==> config.mk <==
export PLATFORM = sky130hd
export DESIGN_NAME = fft_out_serializer_flat
export DESIGN_NICKNAME = d
export VERILOG_FILES = /design/src/rtl/fft_pkg.sv /design/src/rtl/fft_out_serializer_if.sv /design/src/rtl/fft_mag_sq.sv /design/src/rtl/fft_out_serializer.sv /design/src/flat_wrapper.sv
export SDC_FILE = /design/constraint.sdc
export NUM_CORES = 1
export LEC_CHECK = 0
export ABC_AREA = 1
export CAP_MARGIN = 20
export CORE_AREA = 2 2 146 177
export DETAILED_ROUTE_END_ITERATION = 10
export DIE_AREA = 0 0 148 179
export PLACE_DENSITY = 0.85
export RECOVER_POWER = 25
export SLEW_MARGIN = 20
export SYNTH_ARGS = -nofsm -noshare
export SYNTH_HDL_FRONTEND = slang
export SYNTH_SLANG_ARGS = --single-unit
==> constraint.sdc <==
create_clock -name clk -period 4.1 [get_ports clk]
set_clock_uncertainty 0.1 [all_clocks]
set_input_delay 1.23 -clock clk [delete_from_list [all_inputs] [get_ports clk]]
set_output_delay 1.23 -clock clk [all_outputs]
set_load 0.05 [all_outputs]
==> src/rtl/fft_pkg.sv <==
// ============================================================================
//  Module   : fft_pkg
//  Purpose  : Shared constants and types for the 8-point FFT output
//             serializer (data widths, bin count, FSM encoding, magnitude
//             width).
//  Ports    : none (package)
//  Options  : FFT_OUT_MAG_SQ_EN enables the squared-magnitude output path
//             in the blocks that import this package.
//  Revision : 1.0 - initial release
// ============================================================================
`default_nettype none

package fft_pkg;

    localparam int DATA_W = 16;
    localparam int N_PTS  = 8;
    localparam int IDX_W  = 3;
    localparam int MAG_W  = 32;

    typedef enum logic [0:0] {
        ST_IDLE = 1'b0,
        ST_SEND = 1'b1
    } state_t;

endpackage : fft_pkg

`default_nettype wire

==> src/rtl/fft_out_serializer_if.sv <==
// ============================================================================
//  Module   : fft_out_serializer_if
//  Purpose  : Streaming output bus of the FFT serializer: one bin per beat
//             with valid/ready handshake, bin index and last-bin flag.
//  Ports    : out_valid, out_ready, out_re, out_im, out_idx, out_last,
//             out_mag (only when FFT_OUT_MAG_SQ_EN is defined).
//  Modports : master - serializer side, slave - sink side.
//  Revision : 1.0 - initial release
// ============================================================================
`default_nettype none

interface fft_out_serializer_if;
    import fft_pkg::*;

    logic              out_valid;
    logic              out_ready;
    logic [DATA_W-1:0] out_re;
    logic [DATA_W-1:0] out_im;
    logic [IDX_W-1:0]  out_idx;
    logic              out_last;
`ifdef FFT_OUT_MAG_SQ_EN
    logic [MAG_W-1:0]  out_mag;
`endif

    modport master (
        output out_valid, out_re, out_im, out_idx, out_last,
`ifdef FFT_OUT_MAG_SQ_EN
        output out_mag,
`endif
        input  out_ready
    );

    modport slave (
        input  out_valid, out_re, out_im, out_idx, out_last,
`ifdef FFT_OUT_MAG_SQ_EN
        input  out_mag,
`endif
        output out_ready
    );

endinterface : fft_out_serializer_if

`default_nettype wire

==> src/rtl/fft_mag_sq.sv <==
// ============================================================================
//  Module   : fft_mag_sq
//  Purpose  : Combinational squared magnitude re^2 + im^2 of one complex
//             two's-complement sample. The result never exceeds 2^31, so it
//             fits a 32-bit unsigned value without overflow.
//  Ports    : i_re, i_im (DATA_W signed in), o_mag (MAG_W unsigned out)
//  Revision : 1.0 - initial release
// ============================================================================
`default_nettype none

module fft_mag_sq
    import fft_pkg::*;
(
    input  wire logic [DATA_W-1:0] i_re,
    input  wire logic [DATA_W-1:0] i_im,
    output logic      [MAG_W-1:0]  o_mag
);

    // Sign-extend to full product width so the multiply is exact signed.
    logic signed [2*DATA_W-1:0] w_re_ext;
    logic signed [2*DATA_W-1:0] w_im_ext;
    logic signed [2*DATA_W-1:0] w_re_sq;
    logic signed [2*DATA_W-1:0] w_im_sq;

    assign w_re_ext = {{DATA_W{i_re[DATA_W-1]}}, i_re};
    assign w_im_ext = {{DATA_W{i_im[DATA_W-1]}}, i_im};
    assign w_re_sq  = w_re_ext * w_re_ext;
    assign w_im_sq  = w_im_ext * w_im_ext;

    // Each square is non-negative and at most 2^30, so the unsigned sum is exact.
    assign o_mag = MAG_W'($unsigned(w_re_sq)) + MAG_W'($unsigned(w_im_sq));

endmodule : fft_mag_sq

`default_nettype wire

==> src/rtl/fft_out_serializer.sv <==
// ============================================================================
//  Module   : fft_out_serializer
//  Purpose  : Captures the eight complex FFT results in one cycle on a load
//             strobe and streams them out bin 0..7 over a valid/ready bus.
//             A load landing on the final handshake starts the next frame
//             with no bubble; any other load while sending is dropped and
//             flagged on overrun.
//  Ports    : clk, reset_n (async active-low), load, X_k_re/X_k_im (k=0..7),
//             out_if (master modport of fft_out_serializer_if), busy, overrun
//  Options  : FFT_OUT_MAG_SQ_EN adds out_mag = re^2 + im^2 per beat.
//  Revision : 1.0 - initial release
// ============================================================================
`default_nettype none

module fft_out_serializer
    import fft_pkg::*;
(
    input  wire logic              clk,
    input  wire logic              reset_n,
    input  wire logic              load,
    input  wire logic [DATA_W-1:0] X_0_re,
    input  wire logic [DATA_W-1:0] X_0_im,
    input  wire logic [DATA_W-1:0] X_1_re,
    input  wire logic [DATA_W-1:0] X_1_im,
    input  wire logic [DATA_W-1:0] X_2_re,
    input  wire logic [DATA_W-1:0] X_2_im,
    input  wire logic [DATA_W-1:0] X_3_re,
    input  wire logic [DATA_W-1:0] X_3_im,
    input  wire logic [DATA_W-1:0] X_4_re,
    input  wire logic [DATA_W-1:0] X_4_im,
    input  wire logic [DATA_W-1:0] X_5_re,
    input  wire logic [DATA_W-1:0] X_5_im,
    input  wire logic [DATA_W-1:0] X_6_re,
    input  wire logic [DATA_W-1:0] X_6_im,
    input  wire logic [DATA_W-1:0] X_7_re,
    input  wire logic [DATA_W-1:0] X_7_im,
    fft_out_serializer_if.master   out_if,
    output logic                   busy,
    output logic                   overrun
);

    localparam logic [IDX_W-1:0] c_LAST_IDX = IDX_W'(N_PTS - 1);

    logic [DATA_W-1:0] w_in_re [N_PTS];
    logic [DATA_W-1:0] w_in_im [N_PTS];

    assign w_in_re[0] = X_0_re;  assign w_in_im[0] = X_0_im;
    assign w_in_re[1] = X_1_re;  assign w_in_im[1] = X_1_im;
    assign w_in_re[2] = X_2_re;  assign w_in_im[2] = X_2_im;
    assign w_in_re[3] = X_3_re;  assign w_in_im[3] = X_3_im;
    assign w_in_re[4] = X_4_re;  assign w_in_im[4] = X_4_im;
    assign w_in_re[5] = X_5_re;  assign w_in_im[5] = X_5_im;
    assign w_in_re[6] = X_6_re;  assign w_in_im[6] = X_6_im;
    assign w_in_re[7] = X_7_re;  assign w_in_im[7] = X_7_im;

    state_t            state_q,    state_d;
    logic [IDX_W-1:0]  rd_ptr_q,   rd_ptr_d;
    logic [DATA_W-1:0] bank_re_q [N_PTS];
    logic [DATA_W-1:0] bank_re_d [N_PTS];
    logic [DATA_W-1:0] bank_im_q [N_PTS];
    logic [DATA_W-1:0] bank_im_d [N_PTS];
    logic              out_valid_q, out_valid_d;
    logic [DATA_W-1:0] out_re_q,    out_re_d;
    logic [DATA_W-1:0] out_im_q,    out_im_d;
    logic [IDX_W-1:0]  out_idx_q,   out_idx_d;
    logic              out_last_q,  out_last_d;
    logic              overrun_q,   overrun_d;
    logic              w_hs;
    logic              w_final_hs;
    logic              w_capture;

`ifdef FFT_OUT_MAG_SQ_EN
    logic [MAG_W-1:0]  w_in_mag   [N_PTS];
    logic [MAG_W-1:0]  bank_mag_q [N_PTS];
    logic [MAG_W-1:0]  bank_mag_d [N_PTS];
    logic [MAG_W-1:0]  out_mag_q,  out_mag_d;

    // Magnitudes are formed from the live inputs so they are banked in the
    // same cycle as the re/im values they belong to.
    for (genvar k = 0; k < N_PTS; k++) begin : g_mag
        fft_mag_sq u_mag_sq (
            .i_re  (w_in_re[k]),
            .i_im  (w_in_im[k]),
            .o_mag (w_in_mag[k])
        );
    end
`endif

    assign w_hs       = out_valid_q & out_if.out_ready;
    assign w_final_hs = w_hs & (rd_ptr_q == c_LAST_IDX);

    // Next-state and next-output logic. Output registers are loaded from the
    // *next* bank/pointer so a beat is presented the cycle after it is chosen.
    always_comb begin
        state_d   = state_q;
        rd_ptr_d  = rd_ptr_q;
        bank_re_d = bank_re_q;
        bank_im_d = bank_im_q;
        overrun_d = 1'b0;
        w_capture = 1'b0;

        case (state_q)
            ST_IDLE: begin
                if (load) begin
                    w_capture = 1'b1;
                end
            end
            ST_SEND: begin
                if (w_final_hs) begin
                    if (load) begin
                        w_capture = 1'b1;
                    end else begin
                        state_d  = ST_IDLE;
                        rd_ptr_d = '0;
                    end
                end else if (w_hs) begin
                    rd_ptr_d = rd_ptr_q + 1'b1;
                end
                // Only the final handshake may accept a new frame.
                if (load && !w_final_hs) begin
                    overrun_d = 1'b1;
                end
            end
            default: begin
                state_d  = ST_IDLE;
                rd_ptr_d = '0;
            end
        endcase

        if (w_capture) begin
            state_d  = ST_SEND;
            rd_ptr_d = '0;
            for (int k = 0; k < N_PTS; k++) begin
                bank_re_d[k] = w_in_re[k];
                bank_im_d[k] = w_in_im[k];
            end
        end

        out_valid_d = (state_d == ST_SEND);
        out_re_d    = out_valid_d ? bank_re_d[rd_ptr_d] : '0;
        out_im_d    = out_valid_d ? bank_im_d[rd_ptr_d] : '0;
        out_idx_d   = out_valid_d ? rd_ptr_d : '0;
        out_last_d  = out_valid_d && (rd_ptr_d == c_LAST_IDX);
    end

`ifdef FFT_OUT_MAG_SQ_EN
    always_comb begin
        bank_mag_d = bank_mag_q;
        if (w_capture) begin
            for (int k = 0; k < N_PTS; k++) begin
                bank_mag_d[k] = w_in_mag[k];
            end
        end
        out_mag_d = out_valid_d ? bank_mag_d[rd_ptr_d] : '0;
    end

    always_ff @(posedge clk or negedge reset_n) begin
        if (!reset_n) begin
            for (int k = 0; k < N_PTS; k++) begin
                bank_mag_q[k] <= '0;
            end
            out_mag_q <= '0;
        end else begin
            bank_mag_q <= bank_mag_d;
            out_mag_q  <= out_mag_d;
        end
    end

    assign out_if.out_mag = out_mag_q;
`endif

    always_ff @(posedge clk or negedge reset_n) begin
        if (!reset_n) begin
            state_q     <= ST_IDLE;
            rd_ptr_q    <= '0;
            for (int k = 0; k < N_PTS; k++) begin
                bank_re_q[k] <= '0;
                bank_im_q[k] <= '0;
            end
            out_valid_q <= 1'b0;
            out_re_q    <= '0;
            out_im_q    <= '0;
            out_idx_q   <= '0;
            out_last_q  <= 1'b0;
            overrun_q   <= 1'b0;
        end else begin
            state_q     <= state_d;
            rd_ptr_q    <= rd_ptr_d;
            bank_re_q   <= bank_re_d;
            bank_im_q   <= bank_im_d;
            out_valid_q <= out_valid_d;
            out_re_q    <= out_re_d;
            out_im_q    <= out_im_d;
            out_idx_q   <= out_idx_d;
            out_last_q  <= out_last_d;
            overrun_q   <= overrun_d;
        end
    end

    assign out_if.out_valid = out_valid_q;
    assign out_if.out_re    = out_re_q;
    assign out_if.out_im    = out_im_q;
    assign out_if.out_idx   = out_idx_q;
    assign out_if.out_last  = out_last_q;
    assign busy             = (state_q == ST_SEND);
    assign overrun          = overrun_q;

endmodule : fft_out_serializer

`default_nettype wire

==> src/flat_wrapper.sv <==
// flat-port wrapper written by rule: the top's interface ports become plain ports
module fft_out_serializer_flat import fft_pkg::*;
  (clk, reset_n, load, X_0_re, X_0_im, X_1_re, X_1_im, X_2_re, X_2_im, X_3_re, X_3_im, X_4_re, X_4_im, X_5_re, X_5_im, X_6_re, X_6_im, X_7_re, X_7_im, busy, overrun, out_if_out_valid, out_if_out_re, out_if_out_im, out_if_out_idx, out_if_out_last, out_if_out_ready);
  fft_out_serializer_if out_if_i ();
  input  wire logic clk;
  input  wire logic reset_n;
  input  wire logic load;
  input  wire logic [DATA_W-1:0] X_0_re;
  input  wire logic [DATA_W-1:0] X_0_im;
  input  wire logic [DATA_W-1:0] X_1_re;
  input  wire logic [DATA_W-1:0] X_1_im;
  input  wire logic [DATA_W-1:0] X_2_re;
  input  wire logic [DATA_W-1:0] X_2_im;
  input  wire logic [DATA_W-1:0] X_3_re;
  input  wire logic [DATA_W-1:0] X_3_im;
  input  wire logic [DATA_W-1:0] X_4_re;
  input  wire logic [DATA_W-1:0] X_4_im;
  input  wire logic [DATA_W-1:0] X_5_re;
  input  wire logic [DATA_W-1:0] X_5_im;
  input  wire logic [DATA_W-1:0] X_6_re;
  input  wire logic [DATA_W-1:0] X_6_im;
  input  wire logic [DATA_W-1:0] X_7_re;
  input  wire logic [DATA_W-1:0] X_7_im;
  output logic busy;
  output logic overrun;
  output wire logic [$bits(out_if_i.out_valid)-1:0] out_if_out_valid;
  output wire logic [$bits(out_if_i.out_re)-1:0] out_if_out_re;
  output wire logic [$bits(out_if_i.out_im)-1:0] out_if_out_im;
  output wire logic [$bits(out_if_i.out_idx)-1:0] out_if_out_idx;
  output wire logic [$bits(out_if_i.out_last)-1:0] out_if_out_last;
  input wire logic [$bits(out_if_i.out_ready)-1:0] out_if_out_ready;
  assign out_if_out_valid = out_if_i.out_valid;
  assign out_if_out_re = out_if_i.out_re;
  assign out_if_out_im = out_if_i.out_im;
  assign out_if_out_idx = out_if_i.out_idx;
  assign out_if_out_last = out_if_i.out_last;
  assign out_if_i.out_ready = out_if_out_ready;
  fft_out_serializer u_core (.clk(clk), .reset_n(reset_n), .load(load), .X_0_re(X_0_re), .X_0_im(X_0_im), .X_1_re(X_1_re), .X_1_im(X_1_im), .X_2_re(X_2_re), .X_2_im(X_2_im), .X_3_re(X_3_re), .X_3_im(X_3_im), .X_4_re(X_4_re), .X_4_im(X_4_im), .X_5_re(X_5_re), .X_5_im(X_5_im), .X_6_re(X_6_re), .X_6_im(X_6_im), .X_7_re(X_7_re), .X_7_im(X_7_im), .out_if(out_if_i), .busy(busy), .overrun(overrun));
endmodule
Word-level counts from Yosys, hierarchy flattened
Index checks and enable logic that the tools add are counted.
{"block": "totals", "input_bits": 260, "wordCells": 58, "output_inout_bits": 39, "register_bits": 297}
{"block": "op_classes", "muxes": 24, "n_reduce_logical": 3, "eq_ne": 2, "addsub": 1, "bitwise_logic": 4, "n_lt_le_gt_ge": 1}
{"op": "2-to-1 mux 128 bit", "count": 2}
{"op": "binary-select mux 16 bit (select 3 bit)", "count": 2}
{"op": "2-to-1 mux 16 bit", "count": 6}
{"op": "2-to-1 mux 3 bit", "count": 6}
{"op": "2-to-1 mux 1 bit", "count": 7}
{"op": "== test 3 bit (second input constant)", "count": 2}
{"op": "greater-or-equal comparator 4 bit (second input constant)", "count": 1}
{"op": "NOT 3 -> 4 bit", "count": 1}
{"op": "adder 3 x 1 -> 3 bit (second input constant)", "count": 1}
{"op": "bitwise AND 1 bit", "count": 2}
{"op": "logical AND 1 bit", "count": 2}
{"op": "case mux 1 bit (2 select lines)", "count": 1}
{"op": "zero test 1 bit", "count": 1}
{"op": "NOT 1 bit", "count": 1}

Longest topological paths before layout
{"block": "depth", "ltp_word": 10, "ltp_mapped": 14, "ltp_nobuf": 12}

Least setup slack after synthesis
OpenSTA, ideal clock, no wires.
{"block": "synth_path", "path_type": "input to register", "start": "input out_if_out_ready", "end": "register u_core.out_im_q[10], in the netlist u_core.out_if.out_im[10]", "cell_stages": 11, "path_buffers": 2, "required_ns": 3.883, "setup_slack_ns": 1.653, "setup_time_ns": 0.117, "arrival_time_ns": 2.230, "path_cell_list": "nand2_1 nand2_1 nand2_2 nand2_1 nand3_2 buf_6 buf_2 nand2_1 nand3_1 nand3_1 nand2_1"}
{"block": "synth_between", "elab_chain_cells": 10, "elab_cells_between_ends": 17, "cone_classes": "mux (14); bitwise (3)"}
{"item": "start, declared", "line_no": "flat_wrapper.sv:31", "text": "input wire logic [$bits(out_if_i.out_ready)-1:0] out_if_out_ready;"}
{"item": "bitwise AND 1 bit (*)", "line_no": "fft_out_serializer.sv:89", "text": "assign w_hs = out_valid_q & out_if.out_ready;"}
{"item": "bitwise AND 1 bit or 2-to-1 mux 3 bit (tied branches)", "line_no": "fft_out_serializer.sv:90, fft_out_serializer.sv:116"}
{"item": "2-to-1 mux 1 bit or 2-to-1 mux 3 bit (tied branches)", "line_no": "fft_out_serializer.sv:109", "text": "if (w_final_hs) begin"}
{"item": "case mux 1 bit (2 select lines) or 2-to-1 mux 3 bit (tied branches)", "line_no": "fft_out_serializer.sv:102", "text": "case (state_q)"}
{"item": "2-to-1 mux 3 bit", "line_no": "fft_out_serializer.sv:130", "text": "if (w_capture) begin"}
{"item": "NOT 3 -> 4 bit (not written as such)", "line_no": "fft_out_serializer.sv:141", "text": "out_im_d = out_valid_d ? bank_im_d[rd_ptr_d] : '0;"}
{"item": "binary-select mux 16 bit (select 3 bit)", "line_no": "fft_out_serializer.sv:141"}
{"item": "2-to-1 mux 16 bit (not written as such) (2 in series)", "line_no": "fft_out_serializer.sv:141"}
{"item": "2-to-1 mux 16 bit (*)", "line_no": "fft_out_serializer.sv:141"}
{"item": "via u_core.out_im_d[10]", "line_no": "fft_out_serializer.sv:64", "text": "logic [DATA_W-1:0] out_im_q, out_im_d;"}
{"item": "end signal, assigned", "line_no": "fft_out_serializer.sv:193", "text": "out_im_q <= out_im_d;"}
{"item": "end, declared", "line_no": "fft_out_serializer.sv:64"}
The timed path passes the listed nets; every way through them passes the cells marked *. The select of a mux whose other input is x is not followed.

Final worst setup path
{"block": "layout_path", "start": "input out_if_out_ready", "end": "register u_core.out_re_q[1], in the netlist u_core.out_if.out_re[1]"}
{"block": "layout_between", "elab_chain_cells": 10, "elab_cells_between_ends": 17, "cone_classes": "mux (14); bitwise (3)"}
{"item": "bitwise AND 1 bit (*)", "line_no": "fft_out_serializer.sv:89"}
{"item": "bitwise AND 1 bit or 2-to-1 mux 3 bit (tied branches)", "line_no": "fft_out_serializer.sv:90, fft_out_serializer.sv:116"}
{"item": "2-to-1 mux 1 bit or 2-to-1 mux 3 bit (tied branches)", "line_no": "fft_out_serializer.sv:109"}
{"item": "case mux 1 bit (2 select lines) or 2-to-1 mux 3 bit (tied branches)", "line_no": "fft_out_serializer.sv:102"}
{"item": "2-to-1 mux 3 bit", "line_no": "fft_out_serializer.sv:130"}
{"item": "NOT 3 -> 4 bit (not written as such)", "line_no": "fft_out_serializer.sv:140", "text": "out_re_d = out_valid_d ? bank_re_d[rd_ptr_d] : '0;"}
{"item": "binary-select mux 16 bit (select 3 bit)", "line_no": "fft_out_serializer.sv:140"}
{"item": "2-to-1 mux 16 bit (not written as such) (2 in series)", "line_no": "fft_out_serializer.sv:140"}
{"item": "2-to-1 mux 16 bit (*)", "line_no": "fft_out_serializer.sv:140"}
{"item": "via u_core.out_re_d[1]", "line_no": "fft_out_serializer.sv:63", "text": "logic [DATA_W-1:0] out_re_q, out_re_d;"}
{"item": "end signal, assigned", "line_no": "fft_out_serializer.sv:192", "text": "out_re_q <= out_re_d;"}
{"item": "end, declared", "line_no": "fft_out_serializer.sv:63"}
Marks and branches as above.

==> summary.txt <==
STA
  • Fin crit period: 3.459 ns
  • Fin. max-slew vios: 80
  • RSZ-0062 raised after global routing: no
  • Final Hold Fails: 0
  • FMAX: 289.1 MHz
  • Hold Slack: approximately 0.37 ns
  • # setup viols final: 0
  • Final period util: 84.37%
  • Pin slew with the least headroom to its limit: ~2.2 ns
  • Setup TNS: 0 ns
  • Worst slew margin: -47.79%

Die
  • Die Height: 179 um
  • Die area: 26490 um2
  • Chip width: approximately 150 um
  • Core area: ~25000 um2
  • Initial core utilization: 53.78%
  • Row count: 64
  • # IOs: between 200 and 300

Logic synthesis
  • Synth Net Count: 1973
  • Yosys reg bits: about 300
  • Asr flop ratio synth: 100.0%
  • Yosys Warn Count: 0
  • Post-synth EDFFs: 0
  • Most used DFF post-synth: dfrtp_1
  • Seq/Total Area, Yosys: 55.31%
  • Top post-synthesis cells by area: dfrtp_1 (55%), nand2_1 (26%), nand3_1 (12%)
  • Top post-synthesis cells by count: nand2_1 (942), nand3_1 (323), dfrtp_1 (297)
  • Netlist cell types: 21
  • Syn_area_per_cell: 7.853 um2
  • Netlist Area Pre-Place: 13440 um2
  • Area leader, netlist: dfrtp_1
  • Top-count cell post-synth: nand2_1
  • Share of the synthesized area in the top cell type: roughly 55%
  • Mapped Cells: between 1500 and 2000

Routing
  • Drc violations: 0
  • Routed wire length: 42.31 mm
  • Drt initial violations: 1190
  • Vias: 12840
  • First-pass DRT Iterations: 5
  • Post-DRT Antenna Nets: 0
  • Drt wl/cell: 18.38 um
  • Vias per inst: 5.577

Outcome
  • Violated checks: capacitance limit, slew limit
  • Status: finished, violations left

Clock network
  • Worst skew pair latency: 0.54 ns
  • Root Driver: clkbuf_16
  • Post CTS Setup Buffer Count: 0
  • # hold bufs at CTS: 0
  • Reg clk slew, reported paths: 0.06 ns
  • Post_cts resized: 0
  • H-tree depth: 1
  • CTS sink cnt: 297
  • CTS tree: done
  • Cts bufs inserted: 28
  • Clk buf depth: 3

Power
  • Leakage: 8.898 nW
  • Worst IR drop on VDD: 0.5476 mV
  • Pwr Density: 863.1 nW/um2

Setup path
  • Worst Path Required: 4.46 ns
  • CP Capture Type: flip-flop
  • Crit path max fanout: 33
  • Worst path most repeated cell: nand2_1
  • Crit start category: input port
  • Critical path class: input port to flip-flop
  • WP data arrival: 3.82 ns
  • CP Buf/Inv Count: 1
  • CP max-delay cell: nor2_4
  • CP cell instances: clkdlybuf4s50_1 -> nand2_1 -> nand2_2 -> o21bai_1 -> nand2_1 -> nand2_1 -> nor2_4 -> nand3_1 -> nand2_1
  • CP max stage delay: 0.71 ns
  • CP delay by family, top: simple AND/OR/NAND/NOR gates

Global routing
  • Largest net degree at the start of global routing: ~130
  • Total gr overflow: 0
  • Initial antenna violation count: 2
  • All-layer global routing usage: 31.91%
  • Vias in the first global route: around 13000
  • First-pass GRT wire length: around 66 mm

Min path
  • Hold Path Class: flip-flop to flip-flop

Job
  • Max_cap viols: 1

Placement
  • Placed Area: 16610 um2
  • Port bufs: 298
  • RD Place Congestion: 0.9012
  • Post-DP HPWL: between 20 and 30 mm

Finish
  • Nets: 2210
  • Post-route cell area: approximately 18000 um2
  • Layout overhead on the synthesized area: 31.57%
  • Layout fillers: 1900
  • Layout cell share with drive strength beyond 1: under 10%
==> flip-flops by register name, indices dropped and copies added (netlist names) <==
register                count
u_core.out_if.out_im       16
u_core.out_if.out_re       16
u_core.out_if.out_last      1
u_core.out_if.out_idx       3
u_core.busy                 1
u_core.bank_im_q          128
u_core.rd_ptr_q             3
u_core.bank_re_q          128
u_core.overrun              1
==> cell type report <==
type                            instances  area, um2  area share, %
Sequential cell                       297       7432          42.04
Multi-Input combinational cell       1283       5325          30.12
Timing Repair Buffer                  325       3372          19.07
Clock buffer                           41      840.8          4.756
Tap cell                              330      412.9          2.336
Clock inverter                         11      236.5          1.338
Inverter                               13      53.80         0.3043
Antenna cell                            2      5.005        0.02831
==> worst min-delay path: cells and delay by family, from the launching register on <==
kind             cells  cell delay [ns]
flip-flops           1             0.33
AND/OR/NAND/NOR      2             0.11
==> final timing paths <==
| check | start | to | slack, ns | depth (start not counted) |
|---|---|---|---|---|
| max reg2reg | u_core.rd_ptr_q[0] | u_core.out_if.out_re[1] | 1.05 | 10 |
| max | out_if_out_ready | u_core.out_if.out_re[1] | 0.64 | 9 |
| min reg2reg | u_core.bank_re_q[36] | u_core.bank_re_q[36] | 0.37 | 2 |
| min in group asynchronous | reset_n | u_core.bank_im_q[55] | 1.23 | 1 |
| max in group asynchronous | reset_n | u_core.bank_im_q[10] | 1.06 | 2 |
| min | u_core.bank_re_q[36] | u_core.bank_re_q[36] | 0.37 | 2 |
==> through the flow <==
step | worst slack, ns | util (%) | power, mW | instances
5_1_grt | 0.4627 | 70.76 | 16.21 | 2302
4_1_cts | 0.6937 | 70.79 | 15.17 | 2300
6_report | 0.6407 | 70.76 | 15.26 | 2302
3_3_place_gp | 0.2131 | 66.48 | 11.85 | 2248
3_5_place_dp | 0.1285 | 66.48 | 12.10 | 2248
2_1_floorplan | 1.653 | - | 9.715 | 1711
==> cell families (layout without fill, tap and decap cells) <==
family	count (synthesis)	after routing	synth area share (%)
AND/OR/NAND/NOR	1277	1277	38.94
other	0	2	0
buffers and inverters	131	390	5.308
flip-flops	297	297	55.31
AO/OA/AOI/OAI	4	4	0.2514
adder cells (fa/ha/maj)	2	2	0.1862
==> layer usage <==
metal	track usage [%]	share of wire (%)	vias up	wire, um
met2	52.30	49	723	20620
li1	-	-	5874	-
met5	0	0	-	0
met1	42.25	38	6120	16070
met3	4.529	8.4	121	3551
met4	15.32	4.9	0	2068
==> placed cells by master, fill, tap and decap left out, types with 6 or more instances in the layout <==
| cell type | count |
|---|---|
| nand2_1 | 942 |
| nand3_1 | 323 |
| dfrtp_1 | 297 |
| clkdlybuf4s50_1 | 296 |
| clkbuf_16 | 29 |
| buf_12 | 16 |
| inv_1 | 10 |
| buf_4 | 10 |
| clkbuf_8 | 7 |
| bufinv_16 | 7 |
| clkbuf_1 | 6 |
==> power breakdown <==
| part | internal (mW) | leakage (nW) | switching [mW] |
|---|---|---|---|
| registers | 4.30 | 3.71 | 0.450 |
| logic | 2.41 | 4.66 | 5.13 |
| clock network | 1.86 | 0.530 | 1.11 |
| total | 8.57 | 8.90 | 6.69 |
No activity file was read; power rests on OpenSTA's default activity.
